File: src/rtl/line_follow_pi_ctrl.sv
// Line-follower controller: sequences IR emitter/A2D reads per sensor pair, builds a
// weighted right-minus-left error and drives signed left/right motor commands via a PI loop.
module line_follow_pi_ctrl #(
    parameter int unsigned NUM_PAIRS   = 3,
    parameter logic [23:0] CH_MAP      = 24'o00732401,
    parameter int unsigned SETTLE_CLKS = 4096,
    parameter int unsigned GAP_CLKS    = 32,
    parameter int unsigned CNV_TIMEOUT = 1024,
    parameter logic [7:0]  IR_DUTY     = 8'h8C,
    parameter logic [13:0] P_TERM      = 14'h3680,
    parameter logic [11:0] I_TERM      = 12'h500,
    parameter int unsigned INT_DEC     = 4,
    parameter logic [11:0] FWD_MAX     = 12'h700,
    parameter logic [11:0] FWD_STEP    = 12'h001
) (
    input  logic                 clk,
    input  logic                 rst_n,
    input  logic                 go,
    input  logic                 cnv_cmplt,
    input  logic [11:0]          A2D_res,
    output logic                 start_conv,
    output logic [2:0]           chnnl,
    output logic [NUM_PAIRS-1:0] IR_en,
    output logic [7:0]           LEDs,
    output logic [10:0]          lft,
    output logic [10:0]          rht,
    output logic                 update,
    output logic                 fault
);

    localparam int unsigned IW = (INT_DEC > 1) ? $clog2(INT_DEC) : 1;
    localparam logic [1:0]    LAST_K      = 2'(NUM_PAIRS - 1);
    localparam logic [15:0]   SETTLE_LAST = 16'(SETTLE_CLKS - 1);
    localparam logic [15:0]   GAP_LAST    = 16'(GAP_CLKS - 1);
    localparam logic [15:0]   CNV_LAST    = 16'(CNV_TIMEOUT - 1);
    localparam logic [IW-1:0] INT_LAST    = IW'(INT_DEC - 1);

    typedef enum logic [3:0] {
        IDLE, SETTLE, WAIT_R, GAP, WAIT_L, ERR, INTG, COMP, OUT
    } state_t;

    state_t              state;
    logic [1:0]          k;
    logic [15:0]         timer;
    logic signed [16:0]  accum;
    logic signed [11:0]  error;
    logic signed [11:0]  intgrl;
    logic signed [11:0]  pcomp;
    logic signed [11:0]  icomp;
    logic signed [11:0]  lft_reg;
    logic signed [11:0]  rht_reg;
    logic [11:0]         fwd;
    logic [IW-1:0]       int_cnt;
    logic [7:0]          pwm_cnt;
    logic                pwm;

    logic [2:0]          ch_r, ch_l;
    logic signed [31:0]  a2d_sh, acc_ext, intg_sum, p_prod, i_prod;
    logic signed [31:0]  drive, fwd_ext, rht_sum, lft_sum;
    logic [12:0]         fwd_sum;
    logic [11:0]         fwd_nxt;

    function automatic logic signed [11:0] sat12(input logic signed [31:0] v);
        if (v > 32'sd2047)
            return 12'sh7FF;
        else if (v < -32'sd2048)
            return 12'sh800;
        else
            return v[11:0];
    endfunction

    always_comb begin
        ch_r = '0;
        ch_l = '0;
        for (int unsigned i = 0; i < 4; i++) begin
            if (k == 2'(i)) begin
                ch_r = CH_MAP[6*i +: 3];
                ch_l = CH_MAP[6*i+3 +: 3];
            end
        end
        a2d_sh   = $signed(32'(A2D_res) << k);
        acc_ext  = 32'(accum);
        intg_sum = 32'(intgrl) + (32'(error) >>> 4);
        p_prod   = (32'(error) * $signed(32'(P_TERM))) >>> 12;
        i_prod   = (32'(intgrl) * $signed(32'(I_TERM))) >>> 12;
        drive    = 32'(pcomp) + 32'(icomp);
        fwd_ext  = $signed(32'(fwd));
        rht_sum  = fwd_ext - drive;
        lft_sum  = fwd_ext + drive;
        fwd_sum  = {1'b0, fwd} + {1'b0, FWD_STEP};
        fwd_nxt  = (fwd_sum > {1'b0, FWD_MAX}) ? FWD_MAX : fwd_sum[11:0];
    end

    // Emitter for the active pair follows the PWM only while that pair is being read.
    always_comb begin
        IR_en = '0;
        if (state inside {SETTLE, WAIT_R, GAP, WAIT_L})
            IR_en = (NUM_PAIRS'(1) << k) & {NUM_PAIRS{pwm}};
    end

    assign LEDs = error[11:4];
    assign lft  = lft_reg[11:1];
    assign rht  = rht_reg[11:1];

    always_ff @(posedge clk or negedge rst_n) begin
        if (!rst_n) begin
            state      <= IDLE;
            k          <= '0;
            timer      <= '0;
            accum      <= '0;
            error      <= '0;
            intgrl     <= '0;
            pcomp      <= '0;
            icomp      <= '0;
            lft_reg    <= '0;
            rht_reg    <= '0;
            fwd        <= '0;
            int_cnt    <= '0;
            pwm_cnt    <= '0;
            pwm        <= 1'b0;
            start_conv <= 1'b0;
            chnnl      <= '0;
            update     <= 1'b0;
            fault      <= 1'b0;
        end else begin
            start_conv <= 1'b0;
            update     <= 1'b0;
            pwm_cnt    <= pwm_cnt + 8'd1;
            pwm        <= (pwm_cnt < IR_DUTY);
            if (!go) begin
                state   <= IDLE;
                k       <= '0;
                timer   <= '0;
                accum   <= '0;
                error   <= '0;
                intgrl  <= '0;
                pcomp   <= '0;
                icomp   <= '0;
                lft_reg <= '0;
                rht_reg <= '0;
                fwd     <= '0;
                int_cnt <= '0;
                fault   <= 1'b0;
            end else begin
                case (state)
                    IDLE: begin
                        k     <= '0;
                        timer <= '0;
                        state <= SETTLE;
                    end
                    SETTLE: begin
                        if (timer == SETTLE_LAST) begin
                            start_conv <= 1'b1;
                            chnnl      <= ch_r;
                            timer      <= '0;
                            state      <= WAIT_R;
                        end else begin
                            timer <= timer + 16'd1;
                        end
                    end
                    WAIT_R: begin
                        if (cnv_cmplt) begin
                            accum <= 17'(acc_ext + a2d_sh);
                            timer <= '0;
                            state <= GAP;
                        end else if (timer == CNV_LAST) begin
                            fault <= 1'b1;
                            accum <= '0;
                            k     <= '0;
                            timer <= '0;
                            state <= SETTLE;
                        end else begin
                            timer <= timer + 16'd1;
                        end
                    end
                    GAP: begin
                        if (timer == GAP_LAST) begin
                            start_conv <= 1'b1;
                            chnnl      <= ch_l;
                            timer      <= '0;
                            state      <= WAIT_L;
                        end else begin
                            timer <= timer + 16'd1;
                        end
                    end
                    WAIT_L: begin
                        if (cnv_cmplt) begin
                            accum <= 17'(acc_ext - a2d_sh);
                            timer <= '0;
                            if (k == LAST_K) begin
                                state <= ERR;
                            end else begin
                                k     <= k + 2'd1;
                                state <= SETTLE;
                            end
                        end else if (timer == CNV_LAST) begin
                            fault <= 1'b1;
                            accum <= '0;
                            k     <= '0;
                            timer <= '0;
                            state <= SETTLE;
                        end else begin
                            timer <= timer + 16'd1;
                        end
                    end
                    ERR: begin
                        error <= sat12(acc_ext);
                        accum <= '0;
                        state <= INTG;
                    end
                    INTG: begin
                        if (int_cnt == INT_LAST) begin
                            intgrl  <= sat12(intg_sum);
                            int_cnt <= '0;
                        end else begin
                            int_cnt <= int_cnt + IW'(1);
                        end
                        fwd   <= fwd_nxt;
                        state <= COMP;
                    end
                    COMP: begin
                        pcomp <= sat12(p_prod);
                        icomp <= sat12(i_prod);
                        state <= OUT;
                    end
                    OUT: begin
                        rht_reg <= sat12(rht_sum);
                        lft_reg <= sat12(lft_sum);
                        update  <= 1'b1;
                        k       <= '0;
                        timer   <= '0;
                        state   <= SETTLE;
                    end
                    default: state <= IDLE;
                endcase
            end
        end
    end

endmodule

File: config.mk
export PLATFORM = sky130hd
export DESIGN_NAME = line_follow_pi_ctrl
export DESIGN_NICKNAME = d
export VERILOG_FILES = /design/src/rtl/line_follow_pi_ctrl.sv
export SDC_FILE = /design/constraint.sdc
export NUM_CORES = 1
export LEC_CHECK = 0
export CAP_MARGIN = 20
export CORE_MARGIN = 2
export CORE_UTILIZATION = 30
export DETAILED_ROUTE_END_ITERATION = 8
export MAX_ROUTING_LAYER = met4
export PLACE_DENSITY = 0.51
export SYNTH_ARGS = -nofsm -noshare
export SYNTH_HDL_FRONTEND = slang
export SYNTH_SLANG_ARGS = --single-unit
export TNS_END_PERCENT = 5
File: constraint.sdc
create_clock -name clk -period 6.57 [get_ports clk]
set_input_delay 1.314 -clock clk [delete_from_list [all_inputs] [get_ports clk]]
set_output_delay 1.314 -clock clk [all_outputs]
set_load 0.005 [all_outputs]
==> results of run 1 <==
-- kinds of logic (layout without fill, tap and decap cells) --
logic type | Yosys count | after routing
buffers and inverters | 212 | 245
muxes | 25 | 25
DFF | 138 | 138
xor gates and xnor gates | 93 | 93
AOI/OAI and AO/OA | 423 | 423
and+or+nand+nor | 480 | 480
adders and majority gates | 199 | 199
-- per-layer routing --
metal  up-vias  track usage (%)  wire (um)
li1       5573                -          -
met1      5047             19.2      15800
met2       165             23.3      14700
met3        35             2.39        916
met4         0             3.20        418
met5         -                -          0
-- per-stage QoR --
step | std cells | worst slack [ns] | instance area [sq um] | hold slack, ns | total power [uW]
after global routing | 2195 | 1.10 | 15000 | 0.493 | 2270
after global placement | 2163 | 1.61 | 14400 | 0.453 | 1240
final | 2195 | 1.51 | 15000 | 0.472 | 2150
after CTS | 2195 | 1.45 | 15000 | 0.476 | 2180
after detailed placement | 2163 | 1.47 | 14400 | 0.462 | 1240
after floorplan | 1570 | 1.96 | 13400 | 0.438 | 1150
-- cells in the mapped netlist (15+ instances only) --
cell	count	share of area [%]
ha_1	165	15
inv_1	150	4.2
nand2_1	150	4.2
dfrtp_1	138	26
nor2_1	108	3.0
o21ai_0	84	3.1
a21oi_1	82	3.1
xnor2_1	65	4.3
clkbuf_1	40	1.1
o21ai_1	38	1.4
nand3_1	36	1.3
fa_1	33	4.9
nor3_1	30	1.1
xor2_1	28	1.8
a21o_1	25	1.4
nand2b_1	25	1.2
and3_1	24	1.1
nor2b_1	21	0.98
o21a_1	21	1.2
a221o_1	18	1.3
and2_1	18	0.84
nand4_1	18	0.84
mux2i_1	16	1.2
a22oi_1	15	0.84
-- cell type report --
cell class / count / share of cell area [%]
clock buffers: 19 / 2.96
clock inverters: 13 / 0.727
inverters: 152 / 3.81
multi-input cells: 1220 / 60.5
flip-flops and latches: 138 / 23.1
well taps: 592 / 4.95
repair buffers: 61 / 3.97
-- placed cells by master (no fill, tap or decap), types with 13 or more instances in the layout --
cell type | netlist | layout
a21o_1 | 25 | 25
a21oi_1 | 82 | 82
a221o_1 | 18 | 18
a22oi_1 | 15 | 15
a31oi_1 | 13 | 13
and2_1 | 18 | 18
and3_1 | 24 | 24
clkbuf_16 | 0 | 17
clkdlybuf4s50_1 | 0 | 53
dfrtp_1 | 138 | 138
fa_1 | 33 | 33
ha_1 | 165 | 165
inv_1 | 150 | 150
mux2i_1 | 16 | 16
nand2_1 | 150 | 150
nand2b_1 | 25 | 25
nand3_1 | 36 | 36
nand4_1 | 18 | 18
nor2_1 | 108 | 108
nor2b_1 | 21 | 21
nor3_1 | 30 | 30
o21a_1 | 21 | 21
o21ai_0 | 84 | 84
o21ai_1 | 38 | 38
or2_2 | 13 | 13
xnor2_1 | 65 | 65
xor2_1 | 28 | 28
-- power breakdown --
part	internal, uW	leakage (uW)	switching, uW
Combinational	132	0.00488	200
Clock	502	0.000264	417
Sequential	863	0.00190	31.9
Total	1500	0.00705	649
-- final timing paths --
kind,end,slack (ns)
worst min-delay path,pwm_cnt[7],0.47
max in group asynchronous,pwm_cnt[6],4.33
worst max-delay path,pcomp[2],1.51
min in group asynchronous,rht_reg[11],0.92
worst min register to register,pwm_cnt[7],0.47
worst max register to register,pcomp[2],1.51
==> flow_metrics.env, run 1 <==
export IMPL_io_pins=55
export IMPL_holdBufCountCts=0
export IMPL_yosys_area_share_simple_pct=17.3
export IMPL_hold_viol_final=0
export IMPL_routed_wl_mm=31.9
export IMPL_crit_top_cell="inv_1"
export IMPL_drt_iter0_drc=687
export IMPL_dr_pass1_iters=5
export IMPL_cap_violations=0
export IMPL_numCtsBuffers=17
export IMPL_grt_max_degree=77
export IMPL_via_count=10820
export IMPL_first_global_vias=10546
export IMPL_final_util_pct=33.9
export IMPL_critPathMaxFanout=11
export IMPL_skew_ns=0.0135
export IMPL_cts_htree_levels=4
export IMPL_cts_buffer_depth=2
export IMPL_synth_edf_count=0
export IMPL_wl_per_cell_um=14.5
export IMPL_tns_ns=0
export IMPL_postCtsSetupBuffers=0
export IMPL_gp_congestion=0.856
export IMPL_leakagePower_uw=0.00705
export IMPL_cp_num_buf_inv=4
export IMPL_start_util_pct=30.3
export IMPL_reg_largest_list="accum x17, timer x16"
export IMPL_crit_cells=16
export IMPL_reg2regPathDepth=16
export IMPL_postCtsResizedCells=0
export IMPL_synth_xor_area_share_pct=6.09
export IMPL_area_delta_synth_final_pct=11.9
export IMPL_critical_path_top_delay_family="adder cells"
export IMPL_register_area_sq_um=3450
export IMPL_ys_warn_count=0
export IMPL_finalMaxSlewViolations=0
export IMPL_dp_final_hpwl_mm=24.9
export IMPL_synth_distinct_cells=96
export IMPL_period_minus_slack_ns=5.06
export IMPL_clock_latency_ns=0.44
export IMPL_min_path_cells=1
export IMPL_die_width_um=215
export IMPL_hold_path_class="reg -> reg"
export IMPL_muxShareOfSynthArea_pct=1.96
export IMPL_period_share_pct=77.0
export IMPL_grt_pass1_wl_mm=54.0
export IMPL_vias_per_cell=4.93
export IMPL_min_from="pwm_cnt[7]"
export IMPL_r2r_start="error[10]"
export IMPL_cts_tree="built"
export IMPL_syn_num_nets=1784
export IMPL_antenna_left=0
export IMPL_syn_inst=1570
export IMPL_vdd_drop_max_mv=0.160
export IMPL_dieArea_sq_um=46300
export IMPL_grt_overflow=0
export IMPL_crit_type="reg -> reg"
export IMPL_core_area_sq_um=44100
export IMPL_synth_area_per_cell_sq_um=8.52
export IMPL_ys_seq_area_share_pct=25.8
export IMPL_worstSetupStartpointType="flop"
export IMPL_crit_chain="inv_1, ha_1, fa_1, inv_1, fa_1, inv_1, fa_1, inv_1, ha_1, and2_1, o21ai_0, nand2_1, a211oi_1, nor4_1, o21ai_1, o311ai_1"
export IMPL_syn_area_sq_um=13400
export IMPL_power_density_nw_per_um2=143
export IMPL_ys_seq_elements=138
export IMPL_antenna_found_initial=0
export IMPL_startpoint="error[10]"
export IMPL_setup_violations_final=0
export IMPL_top_register="accum"
export IMPL_fmax_mhz=198
export IMPL_n_fill_cell=4671
export IMPL_synth_compound_area_share_pct=21.9
export IMPL_critPathCaptureType="flop"
export IMPL_synthAdderAreaFrac_pct=20.5
export IMPL_multiInputGateArea_sq_um=9060
export IMPL_worst_path_max_delay_cell="o21ai_1"
export IMPL_rows=77
export IMPL_synth_flop_cell="dfrtp_1"
export IMPL_clk_pin_slew_worst_paths_ns=0.07
export IMPL_die_y_um=215
export IMPL_drive_above_1_share_pct=5.49
export IMPL_critPathMaxStageDelay_ns=0.61
export IMPL_worst_pin_slew_ns=1.06
export IMPL_synth_top_family_by_area="compound AO/OA/AOI/OAI gates"
export IMPL_drc=0
export IMPL_async_reset_ff_share_pct=100
export IMPL_root_buffer="clkbuf_16"
export IMPL_status="finished clean"
export IMPL_place_port_buffers=54
export IMPL_antenna_cells=0
export IMPL_largest_reg_flops=17
export IMPL_cp_data_required_time_ns=6.85
export IMPL_cts_sinks=138
export IMPL_cp_arrival_ns=5.34
export IMPL_maxSlewHeadroom_pct=28.7
export IMPL_grt_usage_pct=14.5
export IMPL_rsz0062_at_grt="false"
export IMPL_num_nets_final=1804
No activity file was read; power rests on OpenSTA's default activity.
==> run 2: changes to the inputs <==
Clock period 6.57 ns to 5.1 ns, I/O delays scaled along.
==> flow_metrics.env, run 2 (synthesized netlist as in run 1, its figures left out) <==
export IMPL_drc=0
export IMPL_layout_common_cells="ha_1 (165), inv_1 (150), nand2_1 (150), dfrtp_1 (138), nor2_1 (108)"
export IMPL_final_common_cell="ha_1"
export IMPL_critPathMaxFanout=7
export IMPL_rsz0062_at_grt="false"
export IMPL_clock_latency_ns=0.43
export IMPL_top_register="accum"
export IMPL_skew_ns=0.0161
export IMPL_cts_tree="built"
export IMPL_rows=77
export IMPL_root_buffer="clkbuf_16"
export IMPL_grt_pass1_wl_mm=54.8
export IMPL_cp_arrival_ns=5.09
export IMPL_setup_violations_final=0
export IMPL_period_share_pct=93.1
export IMPL_cts_htree_levels=4
export IMPL_drive_above_1_share_pct=6.20
export IMPL_via_count=10986
export IMPL_critPathMaxStageDelay_ns=0.54
export IMPL_instances_no_fill=2206
export IMPL_worst_pin_slew_ns=0.830
export IMPL_grt_max_degree=87
export IMPL_core_area_sq_um=44100
export IMPL_place_area_sq_um=14500
export IMPL_gp_congestion=0.831
export IMPL_cts_buffer_depth=2
export IMPL_power_density_nw_per_um2=192
export IMPL_min_from="pwm_cnt[3]"
export IMPL_fmax_mhz=211
export IMPL_dr_pass1_iters=6
export IMPL_place_port_buffers=54
export IMPL_tns_ns=0
export IMPL_antenna_left=0
export IMPL_dieArea_sq_um=46300
export IMPL_area_delta_synth_final_pct=13.2
export IMPL_cp_num_buf_inv=3
export IMPL_cap_violations=0
export IMPL_reg_largest_list="accum x17, timer x16"
export IMPL_crit_chain="ha_1, xor2_1, ha_1, fa_1, inv_1, fa_1, inv_1, ha_1, a21o_1, a21oi_1, o21ai_1, a221o_1, or4_1, nand2_1, o21ai_2, buf_4, o211ai_1"
export IMPL_largest_reg_flops=17
export IMPL_leakagePower_uw=0.00714
export IMPL_post_place_cells=2173
export IMPL_grt_usage_pct=14.7
export IMPL_status="finished clean"
export IMPL_cts_sinks=138
export IMPL_finalMaxSlewViolations=0
export IMPL_startpoint="error[5]"
export IMPL_clk_pin_slew_worst_paths_ns=0.07
export IMPL_maxSlewHeadroom_pct=44.7
export IMPL_critPathCaptureType="flop"
export IMPL_worst_path_max_delay_cell="fa_1"
export IMPL_grt_overflow=0
export IMPL_numCtsBuffers=17
export IMPL_holdBufCountCts=0
export IMPL_die_width_um=215
export IMPL_total_power_uw=2910
export IMPL_crit_type="reg -> reg"
export IMPL_wl_per_cell_um=14.7
export IMPL_io_pins=55
export IMPL_num_nets_final=1815
export IMPL_hold_viol_final=0
export IMPL_antenna_found_initial=0
export IMPL_fin_area_sq_um=15100
export IMPL_die_y_um=215
export IMPL_crit_top_cell="ha_1"
export IMPL_start_util_pct=30.3
export IMPL_first_global_vias=10789
export IMPL_antenna_cells=0
export IMPL_hold_path_class="reg -> reg"
export IMPL_vias_per_cell=4.98
export IMPL_dp_final_hpwl_mm=25.5
export IMPL_period_minus_slack_ns=4.75
export IMPL_critical_path_top_delay_family="adder cells"
export IMPL_drt_iter0_drc=678
export IMPL_cp_data_required_time_ns=5.44
export IMPL_routed_wl_mm=32.5
export IMPL_worstSetupStartpointType="flop"
export IMPL_r2r_start="error[5]"
export IMPL_vdd_drop_max_mv=0.198
[run 2: changes by cell type in the layout (fill, tap and decap cells not counted)]
| cell | previous run | this run |
|---|---|---|
| inv_8 | 1 | 3 |
| o21ai_1 | 38 | 37 |
| buf_8 | 0 | 1 |
| buf_4 | 7 | 17 |
| o21ai_2 | 1 | 2 |
| a21oi_2 | 1 | 0 |
| clkinv_2 | 1 | 0 |
| a21oi_4 | 0 | 1 |
| bufinv_16 | 0 | 3 |
| inv_6 | 6 | 3 |
| clkinv_4 | 2 | 0 |
| clkinvlp_4 | 3 | 4 |
[run 2: what timing repair did]
item / in CTS / in global routing
setup buffers: 0 / 0
gates resized for setup: 0 / 2
setup endpoints to repair: 0 / 5
[run 2: routing by layer]
layer / vias up / track usage [%] / wire, um
met1: 5222 / 19.0 / 15700
met3: 14 / 2.01 / 823
met4: 0 / 3.47 / 278
met2: 160 / 24.5 / 15700
met5: - / - / 0
li1: 5590 / - / -
[run 2: worst register-to-register path, cell delays in order, from the launching register on]
cell	delay (ns)
dfrtp_1	0.43
ha_1	0.39
xor2_1	0.19
ha_1	0.30
fa_1	0.54
inv_1	0.06
fa_1	0.53
inv_1	0.04
ha_1	0.34
a21o_1	0.19
a21oi_1	0.14
o21ai_1	0.12
a221o_1	0.32
or4_1	0.48
nand2_1	0.13
o21ai_2	0.12
buf_4	0.19
o211ai_1	0.15
[run 2: per-stage QoR]
stage	utilization (%)	hold slack [ns]	setup WS, ns
after floorplan	-	0.438	0.489
after global placement	32.8	0.456	0.305
after detailed placement	32.8	0.461	0.257
after CTS	34.3	0.473	0.241
after global routing	34.3	0.485	0.0779
final	34.3	0.464	0.351
[run 2: cell type report]
cell class / instances / area [sq um]
Clock buffer: 19 / 443
Clock inverter: 13 / 180
Fill cell: 4638 / 29000
Inverter: 152 / 571
Multi-Input combinational cell: 1220 / 9070
Sequential cell: 138 / 3450
Tap cell: 592 / 741
Timing Repair Buffer: 72 / 684
[run 2: path summary, 6_finish.rpt]
kind	endpoint	slack, ns	cells past startpoint
max	pcomp[0]	0.35	17
max reg2reg	pcomp[0]	0.35	17
min	pwm_cnt[3]	0.46	1
min in group asynchronous	lft_reg[11]	0.67	1
max in group asynchronous	timer[12]	3.52	2
min reg2reg	pwm_cnt[3]	0.46	1
[run 2: where the power goes]
part           total [uW]  switching (uW)  internal (uW)
clock network        1330             532            797
registers            1150            39.2           1110
logic                 433             260            173
==> run 3: changes to the inputs <==
Settings changed: CORE_ASPECT_RATIO set to 0.75, CORE_MARGIN 2 to 3.
==> flow_metrics.env, run 3 (synthesized netlist as in run 1, its figures left out) <==
export IMPL_status="finished clean"
export IMPL_crit_type="reg -> reg"
export IMPL_antenna_found_initial=0
export IMPL_drc=0
export IMPL_post_place_cells=2158
export IMPL_tns_ns=0
export IMPL_n_fill_cell=4502
export IMPL_p_seq_share_pct=39.9
export IMPL_register_area_sq_um=3450
export IMPL_cap_violations=0
export IMPL_root_buffer="clkbuf_16"
export IMPL_numCtsBuffers=17
export IMPL_power_density_nw_per_um2=191
export IMPL_critPathCaptureType="flop"
export IMPL_period_minus_slack_ns=4.77
export IMPL_drive_above_1_share_pct=6.20
export IMPL_cts_sinks=138
export IMPL_layout_common_cells="ha_1 (165), inv_1 (150), nand2_1 (150), dfrtp_1 (138), nor2_1 (108)"
export IMPL_p_comb_share_pct=15.2
export IMPL_rows=66
export IMPL_cp_arrival_ns=5.13
export IMPL_grt_overflow=0
export IMPL_crit_chain="ha_1, xor2_1, ha_1, fa_1, inv_1, fa_1, inv_1, ha_1, a21o_1, a21oi_1, o21ai_1, a221o_1, or4_1, nand2_1, o21ai_2, buf_4, o21ai_1"
export IMPL_switching_share_pct=29.7
export IMPL_cp_num_buf_inv=3
export IMPL_worstSetupStartpointType="flop"
export IMPL_rsz0062_at_grt="false"
export IMPL_place_port_buffers=54
export IMPL_clk_pin_slew_worst_paths_ns=0.07
export IMPL_place_area_sq_um=14500
export IMPL_hold_viol_final=0
export IMPL_maxSlewHeadroom_pct=44.1
export IMPL_finalMaxSlewViolations=0
export IMPL_dr_pass1_iters=4
export IMPL_reg_largest_list="accum x17, timer x16"
export IMPL_postCtsSetupBuffers=0
export IMPL_wl_per_cell_um=15.6
export IMPL_cts_htree_levels=4
export IMPL_critPathMaxStageDelay_ns=0.54
export IMPL_io_pins=55
export IMPL_vias_per_cell=5.03
export IMPL_dp_final_hpwl_mm=26.2
export IMPL_die_y_um=189
export IMPL_setup_violations_final=0
export IMPL_drt_iter0_drc=671
export IMPL_instances_no_fill=2191
export IMPL_worst_pin_slew_ns=0.832
export IMPL_num_nets_final=1814
export IMPL_critical_path_top_delay_family="adder cells"
export IMPL_crit_top_cell="ha_1"
export IMPL_critPathMaxFanout=7
export IMPL_grt_max_degree=74
export IMPL_worst_path_max_delay_cell="fa_1"
export IMPL_start_util_pct=30.6
export IMPL_via_count=11028
export IMPL_routed_wl_mm=34.1
export IMPL_skew_ns=0.0150
export IMPL_largest_reg_flops=17
export IMPL_clkPwrFrac_pct=44.9
export IMPL_top_register="accum"
export IMPL_internal_power_uw=2030
export IMPL_vdd_drop_max_mv=0.248
export IMPL_die_width_um=250
export IMPL_fin_area_sq_um=15100
export IMPL_period_share_pct=93.6
export IMPL_leakagePower_uw=0.00713
export IMPL_cp_data_required_time_ns=5.46
export IMPL_clock_latency_ns=0.44
export IMPL_core_area_sq_um=43700
export IMPL_antenna_left=0
export IMPL_area_delta_synth_final_pct=12.9
export IMPL_dieArea_sq_um=47200
export IMPL_power_switching_uw=856
export IMPL_grt_pass1_wl_mm=57.2
export IMPL_antenna_cells=0
export IMPL_gp_congestion=0.858
export IMPL_first_global_vias=10875
export IMPL_fmax_mhz=210
export IMPL_cts_tree="built"
export IMPL_hold_path_class="reg -> reg"
export IMPL_final_common_cell="ha_1"
export IMPL_multiInputGateArea_sq_um=9070
export IMPL_grt_usage_pct=15.2
export IMPL_cts_buffer_depth=2
[run 3: changes by cell type in the layout (fill, tap and decap cells not counted)]
cell,delta
buf_4,-1
clkinv_2,+1
clkinv_4,+4
inv_6,+1
bufinv_16,-1
clkbuf_1,-1
clkinvlp_4,-2
inv_8,-2
[run 3: power groups by stage]
stage	Sequential [uW]	Clock (uW)	Combinational, uW
2_1_floorplan	1150	0	329
3_3_place_gp	1170	0	437
3_5_place_dp	1170	0	439
4_1_cts	1150	1330	442
5_1_grt	1150	1370	499
6_report	1150	1300	438
[run 3: worst register-to-register path: cells and delay by family, from the launching register on]
family	cells	cell delay, ns
buffers and inverters	3	0.29
DFF	1	0.43
and+or+nand+nor	2	0.61
adders and majority gates	5	2.11
AOI/OAI and AO/OA	6	1.06
xor gates and xnor gates	1	0.19
[run 3: path summary, 6_finish.rpt]
check	from	end	slack [ns]	cells past startpoint
min	pwm_cnt[3]	pwm_cnt[3]	0.46	1
min reg2reg	pwm_cnt[3]	pwm_cnt[3]	0.46	1
max reg2reg	error[5]	pcomp[1]	0.33	17
max in group asynchronous	rst_n	pwm_cnt[4]	3.45	2
min in group asynchronous	rst_n	pcomp[9]	0.64	1
max	error[5]	pcomp[1]	0.33	17
[run 3: what timing repair did]
item / 4_1_cts / 5_1_grt
endpoints found under the setup margin: 0 / 10
hold buffers: 0 / 0
gates resized for setup: 0 / 2
[run 3: layout make-up]
cell class	instances	area share, %
clock buffers	18	2.91
clock inverters	14	1.07
inverters	152	3.78
multi-input cells	1220	60.1
flip-flops and latches	138	22.9
well taps	578	4.79
repair buffers	71	4.48
[run 3: through the flow]
stage	setup WS [ns]	total power [uW]	utilization, %	hold WS, ns
6_report	0.328	2880	34.6	0.464
5_1_grt	0.000731	3020	34.6	0.489
4_1_cts	0.219	2920	34.5	0.471
3_5_place_dp	0.239	1610	33.1	0.457
3_3_place_gp	0.337	1610	33.1	0.457
2_1_floorplan	0.489	1480	-	0.438
[run 3: per-layer routing]
layer | part of all wire [%] | track usage (%)
met1 | 55 | 22.5
met3 | 2.7 | 1.95
met2 | 41 | 21.8
met5 | 0 | -
met4 | 1.0 | 3.46
